### src/rtl/apb2axi_pkg.sv
// Shared types and constants for the APB-to-AXI bridge read path.
// Command entry layout, AXI widths and the 4KB-crossing helper.
package apb2axi_pkg;

  localparam int TAG_W      = 3;
  localparam int AXI_ID_W   = TAG_W;
  localparam int AXI_ADDR_W = 32;

  localparam logic [1:0] AXI_BURST_INCR = 2'b01;

  typedef struct packed {
    logic                  is_write;
    logic [TAG_W-1:0]      tag;
    logic [AXI_ADDR_W-1:0] addr;
    logic [7:0]            len;
    logic [2:0]            size;
  } cmd_entry_t;

  localparam int CMD_ENTRY_W = $bits(cmd_entry_t);

  typedef enum logic {
    ST_IDLE  = 1'b0,
    ST_ISSUE = 1'b1
  } rd_state_e;

  // Byte count and end offset are evaluated in 13 bits, matching the
  // check that upstream tooling uses for the same burst descriptors.
  function automatic logic crosses_4k(logic [11:0] offs, logic [7:0] len, logic [2:0] size);
    logic [12:0] bytes;
    logic [12:0] fin;
    bytes = ({5'b0, len} + 13'd1) << size;
    fin   = {1'b0, offs} + bytes;
    return fin > 13'd4096;
  endfunction

endpackage

### src/rtl/apb2axi_rd_issuer_if.sv
// Read-issuer bus bundle: command FIFO pop port, AXI AR channel, R completion.
// master = issuer side, slave = FIFO/AXI/R-tracker side.
interface apb2axi_rd_issuer_if;
  import apb2axi_pkg::*;

  logic                   rd_pop_vld;
  logic [CMD_ENTRY_W-1:0] rd_pop_data;
  logic                   rd_pop_rdy;

  logic                   arvalid;
  logic                   arready;
  logic [AXI_ID_W-1:0]    arid;
  logic [AXI_ADDR_W-1:0]  araddr;
  logic [7:0]             arlen;
  logic [2:0]             arsize;
  logic [1:0]             arburst;

  logic                   rdone_vld;
  logic [AXI_ID_W-1:0]    rdone_id;

  modport master (
    input  rd_pop_vld, rd_pop_data, arready, rdone_vld, rdone_id,
    output rd_pop_rdy, arvalid, arid, araddr, arlen, arsize, arburst
  );

  modport slave (
    output rd_pop_vld, rd_pop_data, arready, rdone_vld, rdone_id,
    input  rd_pop_rdy, arvalid, arid, araddr, arlen, arsize, arburst
  );

endinterface

### src/rtl/apb2axi_rd_credit.sv
// In-flight tag bitmap and outstanding count; set wins over same-cycle clear.
// Lookup/count reflect registered state only, so a completion frees credit next cycle.
module apb2axi_rd_credit #(
  parameter int MAX_OUTST = 4,
  parameter int TAG_W     = 3
) (
  input  logic                           aclk,
  input  logic                           areset,
  input  logic                           set_vld,
  input  logic [TAG_W-1:0]               set_tag,
  input  logic                           clr_vld,
  input  logic [TAG_W-1:0]               clr_tag,
  input  logic [TAG_W-1:0]               lookup_tag,
  output logic                           lookup_hit,
  output logic                           clr_miss,
  output logic [$clog2(MAX_OUTST+1)-1:0] cnt
);

  localparam int DEPTH = 1 << TAG_W;
  localparam int CNT_W = $clog2(MAX_OUTST + 1);

  logic [DEPTH-1:0] inflight_q, inflight_d;
  logic [CNT_W-1:0] cnt_q, cnt_d;
  logic             clr_hit;

  always_comb begin
    clr_hit    = clr_vld & inflight_q[clr_tag];
    inflight_d = inflight_q;
    cnt_d      = cnt_q;
    if (clr_hit) inflight_d[clr_tag] = 1'b0;
    if (set_vld) inflight_d[set_tag] = 1'b1;
    // The issuer never sets at MAX_OUTST and only in-flight tags clear, so no wrap.
    case ({set_vld, clr_hit})
      2'b10:   cnt_d = cnt_q + CNT_W'(1);
      2'b01:   cnt_d = cnt_q - CNT_W'(1);
      default: cnt_d = cnt_q;
    endcase
  end

  always_ff @(posedge aclk) begin
    if (areset) begin
      inflight_q <= '0;
      cnt_q      <= '0;
    end else begin
      inflight_q <= inflight_d;
      cnt_q      <= cnt_d;
    end
  end

  assign lookup_hit = inflight_q[lookup_tag];
  assign clr_miss   = clr_vld & ~inflight_q[clr_tag];
  assign cnt        = cnt_q;

endmodule

### src/rtl/apb2axi_rd_issuer.sv
// Pops read commands and issues one AXI AR per entry; accept -> arvalid is 1 cycle.
// Holds AR stable under arready=0; stalls pop on credit limit or tag still in flight.
module apb2axi_rd_issuer
  import apb2axi_pkg::*;
#(
  parameter int MAX_OUTST = 4
) (
  input  logic                           aclk,
  input  logic                           areset,
  apb2axi_rd_issuer_if.master            bus,
  output logic [$clog2(MAX_OUTST+1)-1:0] outst_cnt,
  output logic                           err_unexp,
  output logic                           err_4k
);

  localparam int              CNT_W   = $clog2(MAX_OUTST + 1);
  localparam logic [CNT_W-1:0] MAX_CNT = CNT_W'(MAX_OUTST);

  rd_state_e             state_q, state_d;
  cmd_entry_t            entry;
  logic                  pop_rdy;
  logic                  accept;
  logic                  tag_busy;
  logic                  clr_miss;
  logic [AXI_ID_W-1:0]   arid_q;
  logic [AXI_ADDR_W-1:0] araddr_q;
  logic [7:0]            arlen_q;
  logic [2:0]            arsize_q;
  logic                  err_unexp_q;
  logic                  err_4k_q;

  assign entry = cmd_entry_t'(bus.rd_pop_data);

  always_comb begin
    state_d = state_q;
    pop_rdy = ~areset & ((state_q == ST_IDLE) | bus.arready)
            & (outst_cnt < MAX_CNT) & ~tag_busy;
    accept  = bus.rd_pop_vld & pop_rdy;
    if (accept) begin
      state_d = ST_ISSUE;
    end else if ((state_q == ST_ISSUE) && bus.arready) begin
      state_d = ST_IDLE;
    end
  end

  always_ff @(posedge aclk) begin
    if (areset) begin
      state_q <= ST_IDLE;
    end else begin
      state_q <= state_d;
    end
  end

  always_ff @(posedge aclk) begin
    if (areset) begin
      arid_q   <= '0;
      araddr_q <= '0;
      arlen_q  <= '0;
      arsize_q <= '0;
    end else if (accept) begin
      arid_q   <= entry.tag;
      araddr_q <= entry.addr;
      arlen_q  <= entry.len;
      arsize_q <= entry.size;
    end
  end

  // The burst is issued unchanged; the flag only reports the crossing.
  always_ff @(posedge aclk) begin
    if (areset) begin
      err_unexp_q <= 1'b0;
      err_4k_q    <= 1'b0;
    end else begin
      err_unexp_q <= err_unexp_q | clr_miss;
      err_4k_q    <= err_4k_q | (accept & crosses_4k(entry.addr[11:0], entry.len, entry.size));
    end
  end

  apb2axi_rd_credit #(
    .MAX_OUTST (MAX_OUTST),
    .TAG_W     (TAG_W)
  ) u_credit (
    .aclk       (aclk),
    .areset     (areset),
    .set_vld    (accept),
    .set_tag    (entry.tag),
    .clr_vld    (bus.rdone_vld),
    .clr_tag    (bus.rdone_id),
    .lookup_tag (entry.tag),
    .lookup_hit (tag_busy),
    .clr_miss   (clr_miss),
    .cnt        (outst_cnt)
  );

  assign bus.rd_pop_rdy = pop_rdy;
  assign bus.arvalid    = (state_q == ST_ISSUE);
  assign bus.arid       = arid_q;
  assign bus.araddr     = araddr_q;
  assign bus.arlen      = arlen_q;
  assign bus.arsize     = arsize_q;
  assign bus.arburst    = AXI_BURST_INCR;
  assign err_unexp      = err_unexp_q;
  assign err_4k         = err_4k_q;

endmodule

### src/flat_wrapper.sv
// flat-port wrapper written by rule: the top's interface ports become plain ports
module apb2axi_rd_issuer_flat import apb2axi_pkg::*;
#(
  parameter int MAX_OUTST = 4
)
  (aclk, areset, outst_cnt, err_unexp, err_4k, bus_rd_pop_vld, bus_rd_pop_data, bus_arready, bus_rdone_vld, bus_rdone_id, bus_rd_pop_rdy, bus_arvalid, bus_arid, bus_araddr, bus_arlen, bus_arsize, bus_arburst);
  apb2axi_rd_issuer_if bus_i ();
  input  logic aclk;
  input  logic areset;
  output logic [$clog2(MAX_OUTST+1)-1:0] outst_cnt;
  output logic err_unexp;
  output logic err_4k;
  input wire logic [$bits(bus_i.rd_pop_vld)-1:0] bus_rd_pop_vld;
  input wire logic [$bits(bus_i.rd_pop_data)-1:0] bus_rd_pop_data;
  input wire logic [$bits(bus_i.arready)-1:0] bus_arready;
  input wire logic [$bits(bus_i.rdone_vld)-1:0] bus_rdone_vld;
  input wire logic [$bits(bus_i.rdone_id)-1:0] bus_rdone_id;
  output wire logic [$bits(bus_i.rd_pop_rdy)-1:0] bus_rd_pop_rdy;
  output wire logic [$bits(bus_i.arvalid)-1:0] bus_arvalid;
  output wire logic [$bits(bus_i.arid)-1:0] bus_arid;
  output wire logic [$bits(bus_i.araddr)-1:0] bus_araddr;
  output wire logic [$bits(bus_i.arlen)-1:0] bus_arlen;
  output wire logic [$bits(bus_i.arsize)-1:0] bus_arsize;
  output wire logic [$bits(bus_i.arburst)-1:0] bus_arburst;
  assign bus_i.rd_pop_vld = bus_rd_pop_vld;
  assign bus_i.rd_pop_data = bus_rd_pop_data;
  assign bus_i.arready = bus_arready;
  assign bus_i.rdone_vld = bus_rdone_vld;
  assign bus_i.rdone_id = bus_rdone_id;
  assign bus_rd_pop_rdy = bus_i.rd_pop_rdy;
  assign bus_arvalid = bus_i.arvalid;
  assign bus_arid = bus_i.arid;
  assign bus_araddr = bus_i.araddr;
  assign bus_arlen = bus_i.arlen;
  assign bus_arsize = bus_i.arsize;
  assign bus_arburst = bus_i.arburst;
  apb2axi_rd_issuer #(.MAX_OUTST(MAX_OUTST)) u_core (.aclk(aclk), .areset(areset), .bus(bus_i), .outst_cnt(outst_cnt), .err_unexp(err_unexp), .err_4k(err_4k));
endmodule
### config.mk
export PLATFORM = sky130hd
export DESIGN_NAME = apb2axi_rd_issuer_flat
export DESIGN_NICKNAME = d
export VERILOG_FILES = /design/src/rtl/apb2axi_pkg.sv /design/src/rtl/apb2axi_rd_issuer_if.sv /design/src/rtl/apb2axi_rd_credit.sv /design/src/rtl/apb2axi_rd_issuer.sv /design/src/flat_wrapper.sv
export SDC_FILE = /design/constraint.sdc
export NUM_CORES = 1
export LEC_CHECK = 0
export CAP_MARGIN = 10
export CORE_MARGIN = 3
export CORE_UTILIZATION = 51
export DETAILED_ROUTE_END_ITERATION = 10
export GPL_TIMING_DRIVEN = 0
export HOLD_SLACK_MARGIN = 0.12
export MAX_ROUTING_LAYER = met4
export PLACE_DENSITY = 0.88
export SYNTH_ARGS = -nofsm -noshare
export SYNTH_HDL_FRONTEND = slang
export SYNTH_SLANG_ARGS = --single-unit
### constraint.sdc
create_clock -name aclk -period 11.6 [get_ports aclk]
set_input_delay 2.32 -clock aclk [delete_from_list [all_inputs] [get_ports aclk]]
set_output_delay 2.32 -clock aclk [all_outputs]
set_load 0.02 [all_outputs]
; ---- Word level (Yosys, flattened, before mapping)
; Cells that the tools add are included.
[classes]
order_cmp = 6
n_reduce_logical = 5
n_eq_ne = 2
mux = 13
shifts = 1
n_bitwise = 17
n_addsub = 4
[ops]
columns = cell, n
row1 = 2-to-1 mux 8 bit, 2
row2 = adder 12 x 13 -> 13 bit, 1
row3 = "greater-than comparator 13 bit, second input constant", 1
row4 = left shift 13 x 3 -> 13 bit, 1
row5 = "adder 8 x 1 -> 9 bit, second input constant", 1
row6 = bitwise AND 8 bit, 1
row7 = "less-than comparator 3 x 4 -> 1 bit, second input constant", 2
row8 = inverter 8 bit, 1
row9 = OR 8 bit, 1
row10 = bitwise AND 1 bit, 7
row11 = binary-select mux 1 bit (select 3 bit), 2
row12 = demux 1 bit (select 3 bit), 2
row13 = ">= comparator 3 x 1 -> 1 bit, second input constant", 2
row14 = 2-to-1 mux 1 bit, 6
row15 = one-hot mux 3 bit (2 select lines), 1
row16 = inverter 1 bit, 4
row17 = nonzero test 2 bit, 2
row18 = "adder 3 x 1 -> 3 bit, second input constant", 1
row19 = logical AND 1 bit, 3
row20 = "less-than comparator 3 bit, second input constant", 1
row21 = OR 1 bit, 3
row22 = "subtractor 3 x 1 -> 3 bit, second input constant", 1
row23 = "== test 2 x 1 -> 1 bit, second input constant", 1
row24 = "== test 2 bit, second input constant", 1
[word_totals]
in_bits = 55
reg_bits = 60
wordCells = 57
output_inout_bits = 55

; ---- Longest topological paths before layout
; Gate-level depths: netlist (run 1).
[logic_depth]
word_depth = 9
ltp_mapped = 15
depth_no_buf = 14

; ---- Modules after synthesis
; A second synthesis (run 1) with hierarchy kept.
[unflattened]
cells_unflattened = 447
area_unflattened_um2 = 3575.9
[modules_own_cells]
columns = mod, seq_area_each_um2, cells_per_inst, area_per_inst_um2, n_inst
row1 = apb2axi_rd_issuer, 980.9, 370, 2830.2, 1
row2 = apb2axi_rd_credit, 220.2, 77, 745.7, 1

; ---- Worst setup path before layout (run 1)
; No wires, ideal clock.
[synth_path]
kind = input -> output
start = in bus_rd_pop_data[45]
end = out bus_rd_pop_rdy
t_required_ns = 9.280
arrival_time_ns = 3.356
path_slack_ns = 5.924
n_path_buf = 0
path_stages = 3
path_cell_list = mux2_1 > a221o_1 > a21oi_1
[synth_between]
elab_chain_cells = 4
[synth_rtl]
columns = element, line_no
row1 = from (decl), flat_wrapper.sv:14  ; input wire logic [$bits(bus_i.rd_pop_data)-1:0] bus_rd_pop_data;
row2 = binary-select mux 1 bit (select 3 bit), apb2axi_rd_credit.sv:50  ; assign lookup_hit = inflight_q[lookup_tag];
row3 = 2-to-1 mux 1 bit (implied by the code), apb2axi_rd_credit.sv:50
row4 = inverter 1 bit, apb2axi_rd_issuer.sv:37  ; & (outst_cnt < MAX_CNT) & ~tag_busy;
row5 = bitwise AND 1 bit, apb2axi_rd_issuer.sv:37
row6 = to (decl), flat_wrapper.sv:18  ; output wire logic [$bits(bus_i.rd_pop_rdy)-1:0] bus_rd_pop_rdy;
; Every way passes these cells. The select of a mux whose other input is x is not followed.

; ---- Final worst setup path (run 1)
; Ends and elaborated chain as after synthesis.

==> results by group, run 1 <==
Outcome
  – Outcome: complete, no violations

Detailed routing
  – Remaining DRCs: 0
  – Antenna Nets Post-Route: 0
  – Vias: 3631
  – Initial drt markers: 183
  – Vias/cell: 5.88
  – Detailed Route WL: 10.2 mm
  – Drt first pass iters: 6
  – Routed len/inst: 16.6 um

GRT
  – Gr usage total: 26.8%
  – First-pass GRT wire length: 16.3 mm
  – Largest net degree at the start of global routing: 12
  – Initial antenna violation count: 0
  – GR Overflow Total: 0
  – Vias in the first global route: 3489

Logic synthesis
  – Count of cell types in the netlist: 56
  – Synth Flop Type: dfxtp_1
  – Ranking of synthesized cells by area: dfxtp_1, mux2i_1, nor2_1
  – Post-Syn Instances: 425
  – Post-synth EDFFs: 0
  – Syn_area_per_cell: 8.33 um^2
  – Top cell type's share of synthesized area: 33.9%
  – Syn nets: 496
  – Number of synthesis warnings: 0
  – Post-Synthesis Cell Area: 0.00354 mm^2
  – Register bit count reported by yosys: 60
  – Asr flop ratio synth: 0%
  – Post-synthesis cell type with the largest combined area: dfxtp_1
  – Sequential fraction of the synthesis area: 33.9%

Place
  – Cell Area, Placed: 0.00463 mm^2
  – Post-place setup slack: 4.67 ns
  – Routability Congestion: 0.969
  – Buffers on Ports: 99
  – Hpwl dp: 7.75 mm

Die
  – Core area: 0.00653 mm^2
  – Die Y: 89.3 um
  – Initial Util: 54.2%
  – Die W: 89.3 um
  – Full die area: 0.00798 mm^2
  – Top Ports: 110
  – Row cnt: 29

Clocking
  – Cts repair resizes: 0
  – Clk pin slew, worst setup/hold paths: 0.07 ns
  – Clock sink total: 60
  – Clk buf depth: 2
  – CTS Buf Count: 9
  – Htree depth: 3
  – Post-CTS setup buffers: 0
  – CTS tree: done
  – Clock tree root buffer cell: clkbuf_8
  – Worst-skew pair later-pin latency: 0.35 ns
  – Hold_buf cts: 0

Timing
  – Unrepaired setup endpoints after global routing: no
  – Slew HR: 64.0%
  – Final min period: 7.03 ns
  – Final Hold Viols: 0
  – Max Fclk: 142 MHz
  – Worst Tran Pin Value: 0.541 ns
  – Tcrit/Tclk final: 60.6%
  – Worst setup margin: 4.57 ns
  – Fin Clk Skew: 0.00909 ns
  – Max Slew Vio Count: 0
  – Final Setup Violations: 0
  – Fin Hold WS: 0.491 ns
  – Fin Setup TNS: 0 ns

Run
  – Max Cap Viol: 0

Pwr
  – Total power: 589 uW
  – Pwr Density: 121 mW/mm^2
  – Peak supply drop: 0.0743 mV
  – Lkg Pwr: 2.13 nW

Layout
  – Fin area: 0.00485 mm^2
  – Most common cell after layout, fill and taps aside: clkdlybuf4s50_1
  – Number of antenna diodes: 0
  – Fraction of layout cells with a size suffix above 1: 6.48%
  – Nets: 606
  – Synth-to-layout area growth: 37.0%
  – Commonest non-fill, non-tap cells in the layout: clkdlybuf4s50_1, nor2_1, dfxtp_1, mux2i_1, a21oi_1

Critical path
  – CP endpoint kind: output pin
  – Setup Crit Path Kind: input port to output pin
  – Arrival time at the worst endpoint: 4.71 ns
  – WP data required: 9.28 ns
  – Crit path max fanout: 7
  – Startpoint types: input port

Hold path
  – Min-Delay Path Class: flop to flop
-- kinds of logic after synthesis --
kind of cell / Yosys count / share of synthesized area [%]
simple gates: 138 / 17.4
compound gates: 105 / 19.9
flops: 60 / 33.9
mux: 52 / 14.8
buf+inv: 43 / 5.41
fa+ha+maj: 16 / 6.08
xor+xnor: 9 / 2.23
other cells: 2 / 0.212
-- Yosys cell counts, drive strengths merged, types with 3 or more instances --
cell type / count
nand2b: 8
nor3: 6
a31oi: 4
a41oi: 3
and3: 4
a211o: 3
a211oi: 4
buf: 10
nor4: 3
o21ai: 16
nand3: 10
xor2: 7
nand2: 16
nor2: 78
a21o: 5
inv: 14
a21oi: 34
ha: 14
nor2b: 5
clkbuf: 18
a221o: 4
o211ai: 6
mux2i: 48
dfxtp: 60
o221ai: 3
or3: 3
mux2: 4
-- critical path, cell delays in order --
cell and delay (ns):
clkdlybuf4s50_1 0.63, mux2_1 0.38, a221o_1 0.40, a21oi_1 0.31
clkdlybuf4s50_1 0.67
-- through the flow --
stage / utilization, % / cells
final: 74.3 / 617
after global routing: 74.3 / 617
after CTS: 74.3 / 617
after floorplan: - / 425
after global placement: 70.9 / 601
after detailed placement: 70.9 / 601
-- final timing paths --
path	from	to	slack, ns	cells past startpoint
hold / removal	u_core.err_unexp	u_core.err_unexp	0.49	1
setup / recovery	bus_rd_pop_data[45]	bus_rd_pop_rdy	4.57	5
hold reg to reg	u_core.err_unexp	u_core.err_unexp	0.49	1
setup reg to reg	u_core.u_credit.inflight_q[6]	u_core.u_credit.cnt[2]	8.84	10
-- power breakdown --
group / internal [mW] / total, mW / switching [mW]
Clock: 0.127 / 0.218 / 0.0911
Combinational: 0.0699 / 0.151 / 0.0813
Sequential: 0.215 / 0.220 / 0.00518
Total: 0.412 / 0.589 / 0.177
-- layout make-up --
type	instances	area [um^2]
inverters	15	56.3
plain buffers	28	135
fillers	513	1680
multi-input cells	322	2150
flip-flops and latches	60	1200
well taps	77	96.3
repair buffers	99	991
clock inverters	6	86.3
clock buffers	10	138
-- metal layers --
layer	share of wire (%)	track usage (%)	vias to the layer above
met1	45	34.4	1704
met4	2.4	13.0	0
met2	47	41.1	154
met5	0	-	-
met3	5.5	4.15	30
li1	-	-	1743
-- state kept, by name (all words and copies together) (netlist names) --
register	flops
u_core.bus.arvalid	1
u_core.err_unexp	1
u_core.u_credit.cnt	3
u_core.bus.arsize	3
u_core.err_4k	1
u_core.u_credit.inflight_q	8
u_core.bus.arid	3
u_core.bus.araddr	32
u_core.bus.arlen	8
No activity file was read; power rests on OpenSTA's default activity.
==> inputs of run 2 (changes only) <==
Settings changed: CORE_UTILIZATION 51 to 47, PLACE_DENSITY 0.88 to 0.83.
Clock period 11.6 ns to 7.01 ns, I/O delays scaled along.
==> results by group, run 2 (synthesized netlist as in run 1, its figures left out) <==
Critical path
  – Cell class contributing the biggest share of worst-path delay: compound AO/OA/AOI/OAI gates
  – Crit-path slowest cell: clkdlybuf4s50_1
  – R2r endpoint: u_core.u_credit.cnt[2]
  – Arrival time at the worst endpoint: 5.57 ns (+0.86 ns)
  – Critical Path Max Stage Delay: 0.57 ns (-0.10 ns)
  – WP data required: 7.22 ns (-2.06 ns)
  – Setup Crit Path Kind: input port to flop
  – Critical R2R Launch: u_core.u_credit.inflight_q[6]
  – CP endpoint kind: flop
  – Crit path cell chain: clkdlybuf4s50_1, clkbuf_1, clkbuf_1, o2111ai_1, o211ai_1, o21ai_0, nor2_1, a21oi_1, o22ai_1, ha_1, and3_1, a221oi_1, a211oi_1, a211o_1, a41oi_1, a41oi_1
  – Worst reg2reg path depth: 10 (unchanged)
  – Crit path max fanout: 10 (+3)
  – CP Buf/Inv Count: 3 (+1)
  – R2r setup slk: 4.36 ns (-4.48 ns)
  – Startpoint types: input port

Clocking
  – Post-CTS setup buffers: 0 (unchanged)
  – Htree depth: 3 (unchanged)
  – Worst-skew pair later-pin latency: 0.34 ns (about the same)
  – Hold_buf cts: 0 (unchanged)
  – CTS tree: done
  – Clock sink total: 60 (unchanged)
  – Cts repair resizes: 0 (unchanged)
  – Clock tree root buffer cell: clkbuf_8
  – CTS Buf Count: 9 (unchanged)
  – Clk pin slew, worst setup/hold paths: 0.07 ns (about the same)
  – Clk buf depth: 2 (unchanged)

Outcome
  – Outcome: complete, no violations

Layout
  – Number of antenna diodes: 0 (unchanged)
  – Most common cell after layout, fill and taps aside: clkdlybuf4s50_1
  – Synth-to-layout area growth: 37.2%
  – Commonest non-fill, non-tap cells in the layout: clkdlybuf4s50_1, nor2_1, dfxtp_1, mux2i_1, a21oi_1
  – Max FFs per register: 32 (unchanged)
  – Nets: 606 (unchanged)
  – Fraction of layout cells with a size suffix above 1: 6.48% (unchanged)

Detailed routing
  – Detailed Route WL: 9.93 mm (-2.9%)
  – Vias: 3595 (-0.99%)
  – Initial drt markers: 130 (-29%)
  – Remaining DRCs: 0 (unchanged)
  – Vias/cell: 5.63 (-4.4%)
  – Antenna Nets Post-Route: 0 (unchanged)
  – Routed len/inst: 15.5 um (-6.3%)
  – Drt first pass iters: 5 (-1)

Timing
  – Final Setup Violations: 0 (unchanged)
  – Worst Tran Pin Value: 0.555 ns (+0.0142 ns)
  – Final Hold Viols: 0 (unchanged)
  – Unrepaired setup endpoints after global routing: no
  – Fin Setup TNS: 0 ns (unchanged)
  – Fin Clk Skew: 0.00739 ns (-0.00170 ns)
  – Slew HR: 63.0% (-0.95 points)
  – Final min period: 5.35 ns
  – Max Slew Vio Count: 0 (unchanged)
  – Tcrit/Tclk final: 76.4%
  – Max Fclk: 187 MHz

GRT
  – Initial antenna violation count: 0 (unchanged)
  – First-pass GRT wire length: 16.2 mm (-0.68%)
  – Gr usage total: 24.1% (-2.7 points)
  – GR Overflow Total: 0 (unchanged)
  – Largest net degree at the start of global routing: 12 (unchanged)
  – Vias in the first global route: 3435 (-1.5%)

Die
  – Die W: 92.8 um (+3.9%)
  – Top Ports: 110 (unchanged)
  – Initial Util: 48.6% (-5.7 points)
  – Core area: 0.00729 mm^2 (+12%)
  – Row cnt: 31 (+6.9%)
  – Full die area: 0.00861 mm^2 (+7.9%)
  – Die Y: 92.8 um (+3.9%)

Place
  – Buffers on Ports: 99 (unchanged)
  – Routability Congestion: 0.921 (-5.0%)
  – Hpwl dp: 7.64 mm (-1.5%)

Hold path
  – Hold endpoint: u_core.bus.araddr[31]
  – Min-Delay Path Class: flop to flop
  – Hold path start: u_core.bus.araddr[31]
  – Hold depth: 2 (+1)

Pwr
  – Peak supply drop: 0.111 mV (+49%)
  – Lkg Pwr: 2.12 nW (-0.68%)
  – Total power: 934 uW (+58%)
  – Pwr Density: 192 mW/mm^2 (+58%)

Run
  – Max Cap Viol: 0 (unchanged)
## run 2: cell types whose count changed in the layout (fill, tap and decap cells not counted)
cell,delta
bufinv_16,-1
clkinvlp_4,+1
clkinv_4,+1
inv_6,-1
## run 2: layout make-up
| type | instances | area, um^2 |
|---|---|---|
| multi-input combinational | 322 | 2150 |
| timing repair buffer | 99 | 991 |
| clock buffer | 10 | 138 |
| inverter | 15 | 56.3 |
| fill | 637 | 2430 |
| sequential | 60 | 1200 |
| tap | 99 | 124 |
| buffer | 28 | 135 |
| clock inverter | 6 | 63.8 |
## run 2: worst reg2reg max path: stages, from the launching register on
cell      delay, ns
dfxtp_1        0.34
mux2_1         0.30
a221o_1        0.37
a211o_1        0.27
clkbuf_1       0.25
ha_1           0.30
inv_1          0.07
fa_1           0.17
xor2_1         0.07
or3_1          0.30
a21oi_1        0.14
## run 2: worst max-delay path by stage
stage	from	to	slack [ns]	cells past startpoint
floorplan	bus_rd_pop_data[0]	u_core.err_4k	2.70	15
global placement	bus_rd_pop_data[0]	u_core.err_4k	1.53	16
detailed placement	bus_rd_pop_data[0]	u_core.err_4k	1.47	16
CTS	bus_rd_pop_data[0]	u_core.err_4k	1.80	16
global route	bus_rd_pop_data[0]	u_core.err_4k	1.41	16
finish	bus_rd_pop_data[0]	u_core.err_4k	1.66	16
## run 2: layer usage
layer / GRT usage, % / part of all wire (%)
met1: 29.8 / 44
met2: 38.4 / 47
met5: - / 0
met3: 4.55 / 6.0
met4: 10.1 / 2.8
## run 2: stage by stage
step                utilization (%)  setup slack, ns  cells  instance area, um^2  hold WS [ns]
global placement               63.8             1.53    623                 4660         0.465
finish                         66.6             1.66    639                 4860         0.492
CTS                            66.6             1.80    639                 4860         0.500
global route                   66.6             1.41    639                 4860         0.518
detailed placement             63.8             1.47    623                 4660         0.484
floorplan                         -             2.70    425                 3540         0.460
## run 2: where the power goes
part           internal (mW)  total [mW]  switching (mW)
Clock                  0.173       0.321           0.148
Sequential             0.356       0.365         0.00864
Combinational          0.116       0.248           0.133
Total                  0.645       0.934           0.289
